===== config.mk =====
export PLATFORM = sky130hd
export DESIGN_NAME = rr_switch_unit
export DESIGN_NICKNAME = d
export VERILOG_FILES = /design/src/rtl/net_pkg.sv /design/src/rtl/rr_arbiter.sv /design/src/rtl/rr_switch_unit.sv
export SDC_FILE = /design/constraint.sdc
export NUM_CORES = 1
export LEC_CHECK = 0
export CORE_MARGIN = 1
export CORE_UTILIZATION = 34
export CTS_CLUSTER_SIZE = 12
export DETAILED_ROUTE_END_ITERATION = 10
export GPL_TIMING_DRIVEN = 0
export PLACE_DENSITY = 0.82
export SLEW_MARGIN = 30
export SYNTH_ARGS = -nofsm -noshare
export SYNTH_HDL_FRONTEND = slang
export SYNTH_HIERARCHICAL = 1
export SYNTH_SLANG_ARGS = --single-unit
export TNS_END_PERCENT = 5

===== constraint.sdc =====
create_clock -name clk -period 5.4 [get_ports clk]
set_input_delay 1.62 -clock clk [delete_from_list [all_inputs] [get_ports clk]]
set_output_delay 1.62 -clock clk [all_outputs]
set_load 0.02 [all_outputs]

===== src/rtl/net_pkg.sv =====
// net_pkg: shared helpers for switch and route units
package net_pkg;
  function automatic int src_w(input int n);
    return n == 1 ? 1 : $clog2(n);
  endfunction
endpackage


===== src/rtl/rr_arbiter.sv =====
// rr_arbiter: round-robin arbiter whose priority advances past each grant
module rr_arbiter import net_pkg::*; #(
  parameter int num_inputs = 4,
  parameter int src_width  = src_w(num_inputs)
) (
  input  logic                  clk,
  input  logic                  reset,
  input  logic [num_inputs-1:0] reqs,
  input  logic                  en,
  output logic [num_inputs-1:0] grants,
  output logic [src_width-1:0]  grant_idx
);
  logic [src_width-1:0] r_prio;
  logic [src_width-1:0] w_j;
  logic                 w_found;
  always_comb begin
    grants    = '0;
    grant_idx = '0;
    w_found   = 1'b0;
    w_j       = '0;
    for (int k = 0; k < num_inputs; k++) begin
      w_j = src_width'((int'(r_prio) + k) % num_inputs);
      if (en && !w_found && reqs[w_j]) begin
        w_found   = 1'b1;
        grants    = '0;
        grants[w_j] = 1'b1;
        grant_idx = w_j;
      end
    end
  end
  always_ff @(posedge clk or posedge reset)
    if (reset) r_prio <= '0;
    else if (w_found) r_prio <= grant_idx == src_width'(num_inputs - 1) ? '0 : grant_idx + 1'b1;
endmodule


===== src/rtl/rr_switch_unit.sv =====
// rr_switch_unit: round-robin N-to-1 switch with a one-entry output register
module rr_switch_unit import net_pkg::*; #(
  parameter int data_width = 32,
  parameter int num_inputs = 4,
  parameter int src_width  = src_w(num_inputs)
) (
  input  logic                             clk,
  input  logic                             reset,
  input  logic [num_inputs-1:0]            recv_rdy,
  input  logic [num_inputs*data_width-1:0] recv_msg,
  output logic [num_inputs-1:0]            recv_en,
  output logic                             send_en,
  input  logic                             send_rdy,
  output logic [data_width-1:0]            send_msg,
  output logic [src_width-1:0]             send_src
);
  logic                  r_valid;
  logic [data_width-1:0] r_msg;
  logic [src_width-1:0]  r_src;
  logic                  w_accept;
  logic [num_inputs-1:0] w_grants;
  logic [src_width-1:0]  w_idx;
  assign send_en  = r_valid & send_rdy;
  assign w_accept = ~r_valid | send_en;
  assign recv_en  = w_grants;
  assign send_msg = r_msg;
  assign send_src = r_src;
  // gating with reset keeps recv_en low while reset is held, since out_valid=0 alone would accept
  rr_arbiter #(.num_inputs(num_inputs), .src_width(src_width)) u_arb (
    .clk(clk), .reset(reset), .reqs(recv_rdy), .en(w_accept & ~reset),
    .grants(w_grants), .grant_idx(w_idx)
  );
  always_ff @(posedge clk or posedge reset)
    if (reset) begin
      r_valid <= 1'b0;
      r_msg   <= '0;
      r_src   <= '0;
    end else if (|w_grants) begin
      r_valid <= 1'b1;
      r_msg   <= recv_msg[int'(w_idx)*data_width +: data_width];
      r_src   <= w_idx;
    end else if (send_en) r_valid <= 1'b0;
endmodule


==> flow_metrics.py, run 1 <==
metrics = {
    "worst_setup_path": {
        "cp-end-kind": "primary output",
        "required_ns": 3.78,
        "crit_family": "buffers and inverters",
        "critPathMaxStageDelay_ns": 0.50,
        "critPathLaunchType": "primary input",
        "path_buf_inv": 4,
        "crit_path_cell_trace": "clkdlybuf4s50_1, buf_6, mux4_2, nor3b_4, nor2_1, buf_4, a221o_2, buf_2",
        "arrival_ns": 3.71,
        "crit_fanout": 10,
        "rrSetupSlack_ns": 1.35,
        "cpMaxStageDelayCell": "mux4_2",
        "path_class": "primary input to primary output",
    },
    "routing": {
        "drc_errors": 0,
        "drtPass1Iterations": 5,
        "wl_per_cell_um": 18.6,
        "ant_nets": 0,
        "via_per_inst": 5.35,
        "num_vias": 2626,
        "finalWirelength_um": 9130,
        "drt-initial-drc-count": 23,
    },
    "global_routing": {
        "antenna_found_initial": 0,
        "grt_pass1_wl_um": 13300,
        "grt_start_max_net_pins": 19,
        "grt_pass1_vias": 2658,
        "grtUsageTotal_pct": 20.1,
        "grt_overflow": 0,
    },
    "pwr": {
        "p_per_area_nw_per_um2": 583,
        "p_leak_nw": 1.87,
        "vdd_drop_max_mv": 0.235,
    },
    "floorplanning": {
        "pin_count": 174,
        "core_um2": 8180,
        "row_count": 33,
        "die_area_um2": 8760,
        "die_h_um": 93.6,
        "die_w_um": 93.6,
        "initial_utilization_pct": 34.9,
    },
    "clock_tree": {
        "cts-root-buf": "clkbuf_8",
        "h-tree-depth": 2,
        "ctsLongestPathBuffers": 2,
        "cts_made_buffers": 5,
        "clock_latency_ns": 0.29,
        "cts_hold_buf": 0,
        "cts_tree": "done",
        "clk_pin_slew_ns": 0.07,
        "clock_sinks": 37,
    },
    "logic_synthesis": {
        "syn_area_um2": 2850,
        "async_reset_ff_share_pct": 100,
        "ys.flop_type": "dfrtp_1",
        "avgSynthCellArea_um2": 14.1,
        "yosysUniqueCellTypes": 47,
        "yosysWarnings": 6,
        "synth_edf_count": 0,
        "syn_nets": 341,
        "yosysSeqAreaShare_pct": 32.5,
        "ys_ff_latch": 37,
        "synthCells": 202,
    },
    "timing": {
        "setup_violations": 0,
        "rsz0062_at_grt": "no",
        "min_period_ns": 5.33,
        "skew_ns": 0.00557,
        "period_share_pct": 98.6,
        "max_freq_mhz": 188,
        "holdWs_ns": 0.492,
        "hold_violations": 0,
        "worstMarginPinSlew_ns": 0.810,
        "slew_headroom_pct": 45.7,
        "finalMaxSlewViolations": 0,
    },
    "place": {
        "post_dp_cell_area_um2": 4700,
        "port_buffers": 171,
        "dp_hpwl_um": 7310,
        "place.gp.congestion": 0.872,
    },
    "layout": {
        "antenna_cells": 0,
        "drive_gt1_share_pct": 31.1,
        "post-route-util_pct": 59.8,
        "final_nets": 524,
        "fin_area_um2": 4890,
        "area_growth_pct": 71.5,
    },
    "job": {
        "cap_violations": 0,
    },
    "run_status": {
        "status": "complete, no violations",
    },
    "min_path": {
        "min_path_type": "register to register",
    },
}
==> metal layers <==
metal  vias up  part of all wire (%)  track usage, %
met5         -                     0               0
met4         0                  0.91            4.62
met3         8                   8.3            5.20
met2       113                    54            39.2
met1      1327                    37            21.2
li1       1178                     -               -
==> cells by family after synthesis <==
family	synth area share (%)
AOI/OAI and AO/OA	9.26
adders and majority gates	1.76
buffers and inverters	6.67
DFF	32.5
muxes	42.5
and+or+nand+nor	7.37
==> registers in the layout (all words and copies together), names as in the netlist, named ones only <==
name,cells
u_arb/r_prio,1
send_msg,32
r_valid,1
send_src,2
==> layout make-up <==
type                       instances  area [um^2]
clock inverter                     3         68.8
fill                             693         3290
timing repair inverter             1         5.00
multi-input combinational        140         1770
sequential                        37          926
clock buffer                       5         68.8
tap                              105          131
inverter                           6         26.3
buffer                            19          171
timing repair buffer             175         1720
==> cells in the final DEF, fill, tap and decap left out, types with 6 or more instances in the layout <==
cell type and n:
clkdlybuf4s50_1 166, dfrtp_1 37, mux4_2 34, mux2_2 34
buf_6 10, buf_2 7, clkbuf_8 6, buf_4 6
nand2_1 6
==> worst reg2reg max path, cell delays in order, from the launching register on <==
cell and delay [ns]:
dfrtp_1 0.45, buf_6 0.18, clkbuf_8 0.18, inv_1 0.09
ha_1 0.32, buf_2 0.24, mux2i_1 0.39, o22ai_4 0.15
o21ai_0 0.10, nor2_1 0.08, buf_4 0.13, a221o_2 0.35
nor4_4 0.66, buf_6 0.26, mux2_2 0.36
==> synth_stat cells, types with 3 or more instances <==
| cell type | number | area (um^2) |
|---|---|---|
| a221o_2 | 4 | 45.0 |
| nand2_1 | 6 | 22.5 |
| buf_6 | 10 | 113 |
| dfrtp_1 | 37 | 926 |
| mux2_2 | 34 | 383 |
| nor2_1 | 5 | 18.8 |
| a22o_1 | 4 | 35.0 |
| o21ai_0 | 4 | 20.0 |
| mux4_2 | 34 | 766 |
| mux2i_1 | 4 | 40.0 |
| nand3b_1 | 3 | 22.5 |
| ha_1 | 4 | 50.1 |
| buf_2 | 3 | 15.0 |
| inv_1 | 6 | 22.5 |
| clkbuf_1 | 3 | 11.3 |
==> stage by stage <==
| stage | cells | TNS [ns] | setup WS [ns] | total power [mW] |
|---|---|---|---|---|
| after floorplan | 202 | 0 | 0.326 | 1.93 |
| after global placement | 478 | -15.48 | -1.21 | 2.52 |
| after detailed placement | 478 | -15.47 | -1.23 | 2.56 |
| after CTS | 490 | 0 | 0.00179 | 2.88 |
| after global routing | 491 | 0 | 0.0322 | 3.02 |
| final | 491 | 0 | 0.0738 | 2.85 |
==> worst paths after layout <==
| check | depth (start not counted) | start | end |
|---|---|---|---|
| setup / recovery | 8 | recv_rdy[2] | recv_en[2] |
| hold / removal | 1 | send_src[0] | send_src[0] |
| setup reg to reg | 14 | register | send_msg[24] |
| hold reg to reg | 1 | send_src[0] | send_src[0] |
| max in group asynchronous | 2 | reset | send_msg[5] |
| min in group asynchronous | 2 | reset | async pin |
==> power breakdown <==
| part | switching, mW | total [mW] | internal [mW] | leakage, nW |
|---|---|---|---|---|
| sequential | 0.0729 | 0.508 | 0.435 | 0.434 |
| combinational | 0.902 | 2.05 | 1.15 | 1.37 |
| clock | 0.104 | 0.290 | 0.186 | 0.0687 |
| total | 1.08 | 2.85 | 1.77 | 1.87 |
==> what timing repair did <==
| action | CTS | global route |
|---|---|---|
| pin swaps | 3 | 2 |
| buffers inserted | 3 | 1 |
| resized for setup | 19 | 7 |
| cloned | 1 | 0 |
| endpoints found under the setup margin | 30 | 4 |
Power figures use the tool's default switching activity.
==> inputs of run 2 (changes only) <==
- CORE_MARGIN: 1 -> unset
- SETUP_SLACK_MARGIN: unset -> 0.4
- SLEW_MARGIN: 30 -> 20
==> run 2 against run 1 <==
Effect of this change: the flow now finishes with violations (design-rule violations); count of clock-buffer cells in the layout grew 1; sequential share of layout area shrank 0.46 points; clock skew grew 0.0050 ns; non-clock buffer count grew 16; sequential cell count is the same; first-iteration DRC count grew 150%; cell area grew 2.5%; critical path depth is the same; core utilization grew 1.5 points; cell count grew 3.3%; power grew 0.58%; critical path type unchanged.
==> flow_metrics.py, run 2 (synthesis gave the netlist of run 1 again) <==
metrics = {
    "worst_setup_path": {
        "crit_fanout": 4,
        "crit_path_cell_trace": "clkbuf_2, buf_6, mux4_2, nor3b_4, nor2_2, buf_4, a221o_2, buf_6",
        "cpMaxStageDelayCell": "mux4_2",
        "rrSetupSlack_ns": 1.13,
        "critPathMaxStageDelay_ns": 0.49,
        "required_ns": 3.78,
        "cp-end-kind": "primary output",
        "path_class": "primary input to primary output",
        "arrival_ns": 3.31,
        "rr_endpoint": "send_msg[31]",
        "critPathLaunchType": "primary input",
        "rr_worst_depth": 16,
        "cpMostUsedCell": "buf_6",
    },
    "floorplanning": {
        "row_count": 33,
        "initial_utilization_pct": 34.9,
        "pin_count": 174,
        "core_um2": 8180,
        "die_area_um2": 8760,
        "die_h_um": 93.6,
        "die_w_um": 93.6,
    },
    "global_routing": {
        "antenna_found_initial": 0,
        "grtUsageTotal_pct": 21.5,
        "grt_pass1_vias": 2739,
        "grt_start_max_net_pins": 19,
        "grt_pass1_wl_um": 14100,
        "grt_overflow": 0,
    },
    "layout": {
        "antenna_cells": 0,
        "final_cell_mix": "163 x clkdlybuf4s50_1, 37 x dfrtp_1, 34 x mux4_2, 33 x mux2_2, 23 x buf_4",
        "drive_gt1_share_pct": 36.1,
        "largest_register_ffs": 32,
        "final_common_cell": "clkdlybuf4s50_1",
        "area_growth_pct": 75.7,
        "fillCellCount": 661,
        "final_nets": 540,
    },
    "timing": {
        "skew_ns": 0.0106,
        "max_freq_mhz": 203,
        "setup_violations": 0,
        "hold_violations": 0,
        "min_period_ns": 4.93,
        "worstMarginPinSlew_ns": 0.809,
        "slew_headroom_pct": 45.7,
        "rsz0062_at_grt": "no",
        "period_share_pct": 91.2,
        "finalMaxSlewViolations": 0,
        "fin_setup_tns_ns": 0,
        "layout_setup_ws_ns": 0.473,
    },
    "job": {
        "cap_violations": 0,
    },
    "clock_tree": {
        "cts_tree": "done",
        "clk_pin_slew_ns": 0.08,
        "cts_made_buffers": 5,
        "cts_hold_buf": 0,
        "clock_sinks": 37,
        "clock_latency_ns": 0.29,
        "ctsLongestPathBuffers": 2,
        "cts-root-buf": "clkbuf_8",
        "h-tree-depth": 2,
    },
    "min_path": {
        "hold_depth": 1,
        "min_path_type": "register to register",
        "hp-start": "send_src[1]",
        "min_to": "send_src[1]",
    },
    "place": {
        "port_buffers": 171,
        "pre_cts_ws_ns": -1.09,
        "place.gp.congestion": 0.922,
        "dp_hpwl_um": 7400,
    },
    "pwr": {
        "p_sw_share_pct": 39.0,
        "p_per_area_nw_per_um2": 572,
        "internal_power_mw": 1.75,
        "p_sw_mw": 1.12,
        "clock_power_share_pct": 7.1,
        "comb_power_share_pct": 75.1,
        "seqPwrFrac_pct": 17.8,
        "p_leak_nw": 1.94,
        "vdd_drop_max_mv": 0.259,
    },
    "run_status": {
        "status": "finished, violations left",
        "violations": "design-rule violations",
    },
    "routing": {
        "num_vias": 2711,
        "finalWirelength_um": 9640,
        "drt-initial-drc-count": 57,
        "drtPass1Iterations": 7,
        "via_per_inst": 5.35,
        "drc_errors": 1,
        "ant_nets": 0,
        "wl_per_cell_um": 19.0,
    },
}
[run 2: cell types whose count changed in the layout (fill, tap and decap cells not counted), moves of 3 or more]
cell             delta
clkdlybuf4s50_1     -3
buf_4              +17
buf_2               -3
buf_6               +3
[run 2: routing by layer]
layer | GRT usage [%] | routed length [um]
met4 | 6.79 | 235
met5 | 0 | 0
met3 | 5.28 | 818
met1 | 24.2 | 3490
met2 | 39.6 | 5090
[run 2: final cells by class]
| type | instances | area [um^2] | share of cell area, % |
|---|---|---|---|
| Clock inverter | 2 | 13.8 | 0.275 |
| Multi-Input combinational cell | 140 | 1800 | 35.9 |
| Timing Repair Buffer | 191 | 1850 | 36.9 |
| Tap cell | 105 | 131 | 2.62 |
| Inverter | 6 | 30.0 | 0.599 |
| Clock buffer | 6 | 82.6 | 1.65 |
| Sequential cell | 37 | 926 | 18.5 |
| Buffer | 19 | 178 | 3.55 |
| Timing Repair inverter | 1 | 5.00 | 0.0999 |
[run 2: critical path: cells and delay by family]
family / cells / cell delay (ns)
buf+inv: 4 / 0.49
mux: 1 / 0.49
compound gates: 1 / 0.37
simple gates: 2 / 0.33
[run 2: worst max path at each step]
stage	start	to
detailed placement	reset	recv_en[3]
floorplan	reset	recv_en[2]
CTS	recv_rdy[2]	recv_en[1]
global placement	reset	recv_en[2]
global route	recv_rdy[2]	recv_en[1]
finish	recv_rdy[2]	recv_en[1]
[run 2: per-stage QoR]
stage	hold WS, ns	cells	area, um^2	util [%]	power, mW
finish	0.505	507	5010	61.3	2.87
CTS	0.511	505	5010	61.2	2.89
floorplan	0.508	202	2860	-	1.93
global placement	0.475	478	4700	57.5	2.53
detailed placement	0.491	478	4700	57.5	2.59
global route	0.517	507	5010	61.3	3.04
[run 2: power groups by stage]
stage | logic, mW | clock network, mW | registers [mW]
global placement | 2.02 | 0 | 0.506
global route | 2.29 | 0.225 | 0.529
finish | 2.15 | 0.203 | 0.510
detailed placement | 2.07 | 0 | 0.518
floorplan | 1.26 | 0 | 0.667
CTS | 2.16 | 0.214 | 0.512
[run 2: timing repair]
action	in CTS	in global routing
pin swaps	8	3
gates resized for setup	47	6
cloned	1	0
setup endpoints to repair	39	4
buffers inserted	18	2
==> inputs of run 3 (changes only) <==
- CORE_MARGIN: unset -> 3
==> run 3 against run 2 <==
Effect of this change: the flow now finishes without violations; first-iteration DRC count grew 120%; cell count shrank 1.4%; clock power is essentially flat; core utilization grew 1.3 points; sequential share of layout area grew 0.19 points; non-clock buffer count shrank 3; critical path depth grew 2; worst setup slack lost 0.024 ns; register-to-register slack gained 0.05 ns; count of clock-buffer cells in the layout is the same; critical endpoint unchanged; highest routed layer unchanged.
==> flow_metrics.py, run 3 (synthesis gave the netlist of run 1 again) <==
metrics = {
    "timing": {
        "period_share_pct": 91.7,
        "holdWs_ns": 0.501,
        "fin_setup_tns_ns": 0,
        "setup_violations": 0,
        "rsz0062_at_grt": "no",
        "worstMarginPinSlew_ns": 0.896,
        "hold_violations": 0,
        "finalMaxSlewViolations": 0,
        "skew_ns": 0.00596,
        "layout_setup_ws_ns": 0.449,
        "max_freq_mhz": 202,
        "slew_headroom_pct": 39.9,
        "min_period_ns": 4.95,
    },
    "global_routing": {
        "grt_start_max_net_pins": 19,
        "grt_overflow": 0,
        "grt_pass1_vias": 2886,
        "grtUsageTotal_pct": 21.2,
        "grt_pass1_wl_um": 15900,
        "antenna_found_initial": 0,
    },
    "worst_setup_path": {
        "required_ns": 3.78,
        "rr_worst_depth": 15,
        "rr_endpoint": "send_msg[27]",
        "cp-end-kind": "primary output",
        "setup.worst_path.end": "recv_en[1]",
        "crit_start": "reset",
        "crit_fanout": 3,
        "path_class": "primary input to primary output",
        "critPathLaunchType": "primary input",
        "arrival_ns": 3.33,
        "rrSetupSlack_ns": 1.18,
    },
    "routing": {
        "drt-initial-drc-count": 127,
        "via_per_inst": 5.45,
        "finalWirelength_um": 9900,
        "drc_errors": 0,
        "num_vias": 2724,
        "wl_per_cell_um": 19.8,
        "ant_nets": 0,
        "drtPass1Iterations": 4,
    },
    "pwr": {
        "vdd_drop_max_mv": 0.248,
        "finalPower_mw": 2.84,
        "p_leak_nw": 1.91,
        "p_per_area_nw_per_um2": 572,
    },
    "min_path": {
        "min_path_type": "register to register",
        "hold_depth": 1,
    },
    "layout": {
        "final_nets": 537,
        "fin_area_um2": 4960,
        "area_growth_pct": 73.9,
        "antenna_cells": 0,
        "final_cell_mix": "163 x clkdlybuf4s50_1, 37 x dfrtp_1, 34 x mux4_2, 34 x mux2_2, 22 x buf_4",
        "drive_gt1_share_pct": 34.7,
        "final_common_cell": "clkdlybuf4s50_1",
        "final_cells": 500,
        "largest_register_ffs": 32,
        "post-route-util_pct": 62.6,
    },
    "place": {
        "post_dp_cell_area_um2": 4700,
        "dp.cells": 475,
        "dp_hpwl_um": 7570,
        "port_buffers": 171,
        "place.gp.congestion": 0.888,
        "pre_cts_ws_ns": -1.08,
    },
    "clock_tree": {
        "clock_latency_ns": 0.29,
        "cts_hold_buf": 0,
        "clock_sinks": 37,
        "cts_made_buffers": 5,
        "clk_pin_slew_ns": 0.08,
        "cts-root-buf": "clkbuf_8",
        "h-tree-depth": 2,
        "cts_tree": "done",
        "ctsLongestPathBuffers": 2,
    },
    "run_status": {
        "status": "complete, no violations",
    },
    "job": {
        "cap_violations": 0,
    },
    "floorplanning": {
        "initial_utilization_pct": 36.0,
        "pin_count": 174,
        "row_count": 32,
        "core_um2": 7930,
        "die_h_um": 97.6,
        "die_w_um": 97.6,
        "die_area_um2": 9520,
    },
}
[run 3: report_power, final]
group	leakage (nW)	total [mW]	switching, mW	internal [mW]
registers	0.434	0.510	0.0750	0.435
clock network	0.0433	0.203	0.102	0.101
logic	1.44	2.12	0.925	1.20
total	1.91	2.84	1.10	1.73
[run 3: critical path, cell delays in order]
cell and delay, ns:
clkdlybuf4s15_2 0.26, clkinvlp_4 0.13, o21a_2 0.16, or2b_4 0.23, o22ai_4 0.09, o21ai_1 0.13
nor2_2 0.06, buf_4 0.14, a221o_2 0.38, buf_6 0.14
[run 3: routing by layer]
metal	global-route usage [%]	routed length, um	up-vias
met5	0	0	-
met2	36.4	5020	164
met3	6.17	929	15
met4	5.43	184	0
li1	-	-	1205
met1	26.2	3760	1340
[run 3: worst min path at each step]
stage | startpoint | end | slack, ns
finish | send_src[1] | send_src[1] | 0.50
global route | send_msg[2] | send_msg[2] | 0.52
CTS | send_src[1] | send_src[1] | 0.51
detailed placement | send_src[1] | send_src[1] | 0.49
global placement | send_src[0] | send_src[0] | 0.48
floorplan | r_valid | r_valid | 0.51
[run 3: layout make-up]
cell class              instances  area (um^2)
fillers                       628         2970
repair buffers                188         1820
multi-input cells             140         1780
flip-flops and latches         37          926
plain buffers                  19          178
well taps                     102          128
clock buffers                   6         82.6
inverters                       6         26.3
clock inverters                 1         7.51
repair inverters                1         5.00
[run 3: timing repair]
item	CTS	global route
endpoints found under the setup margin	39	4
pin swaps	9	3
gates resized for setup	41	5
cloned	1	0
setup buffers	15	2
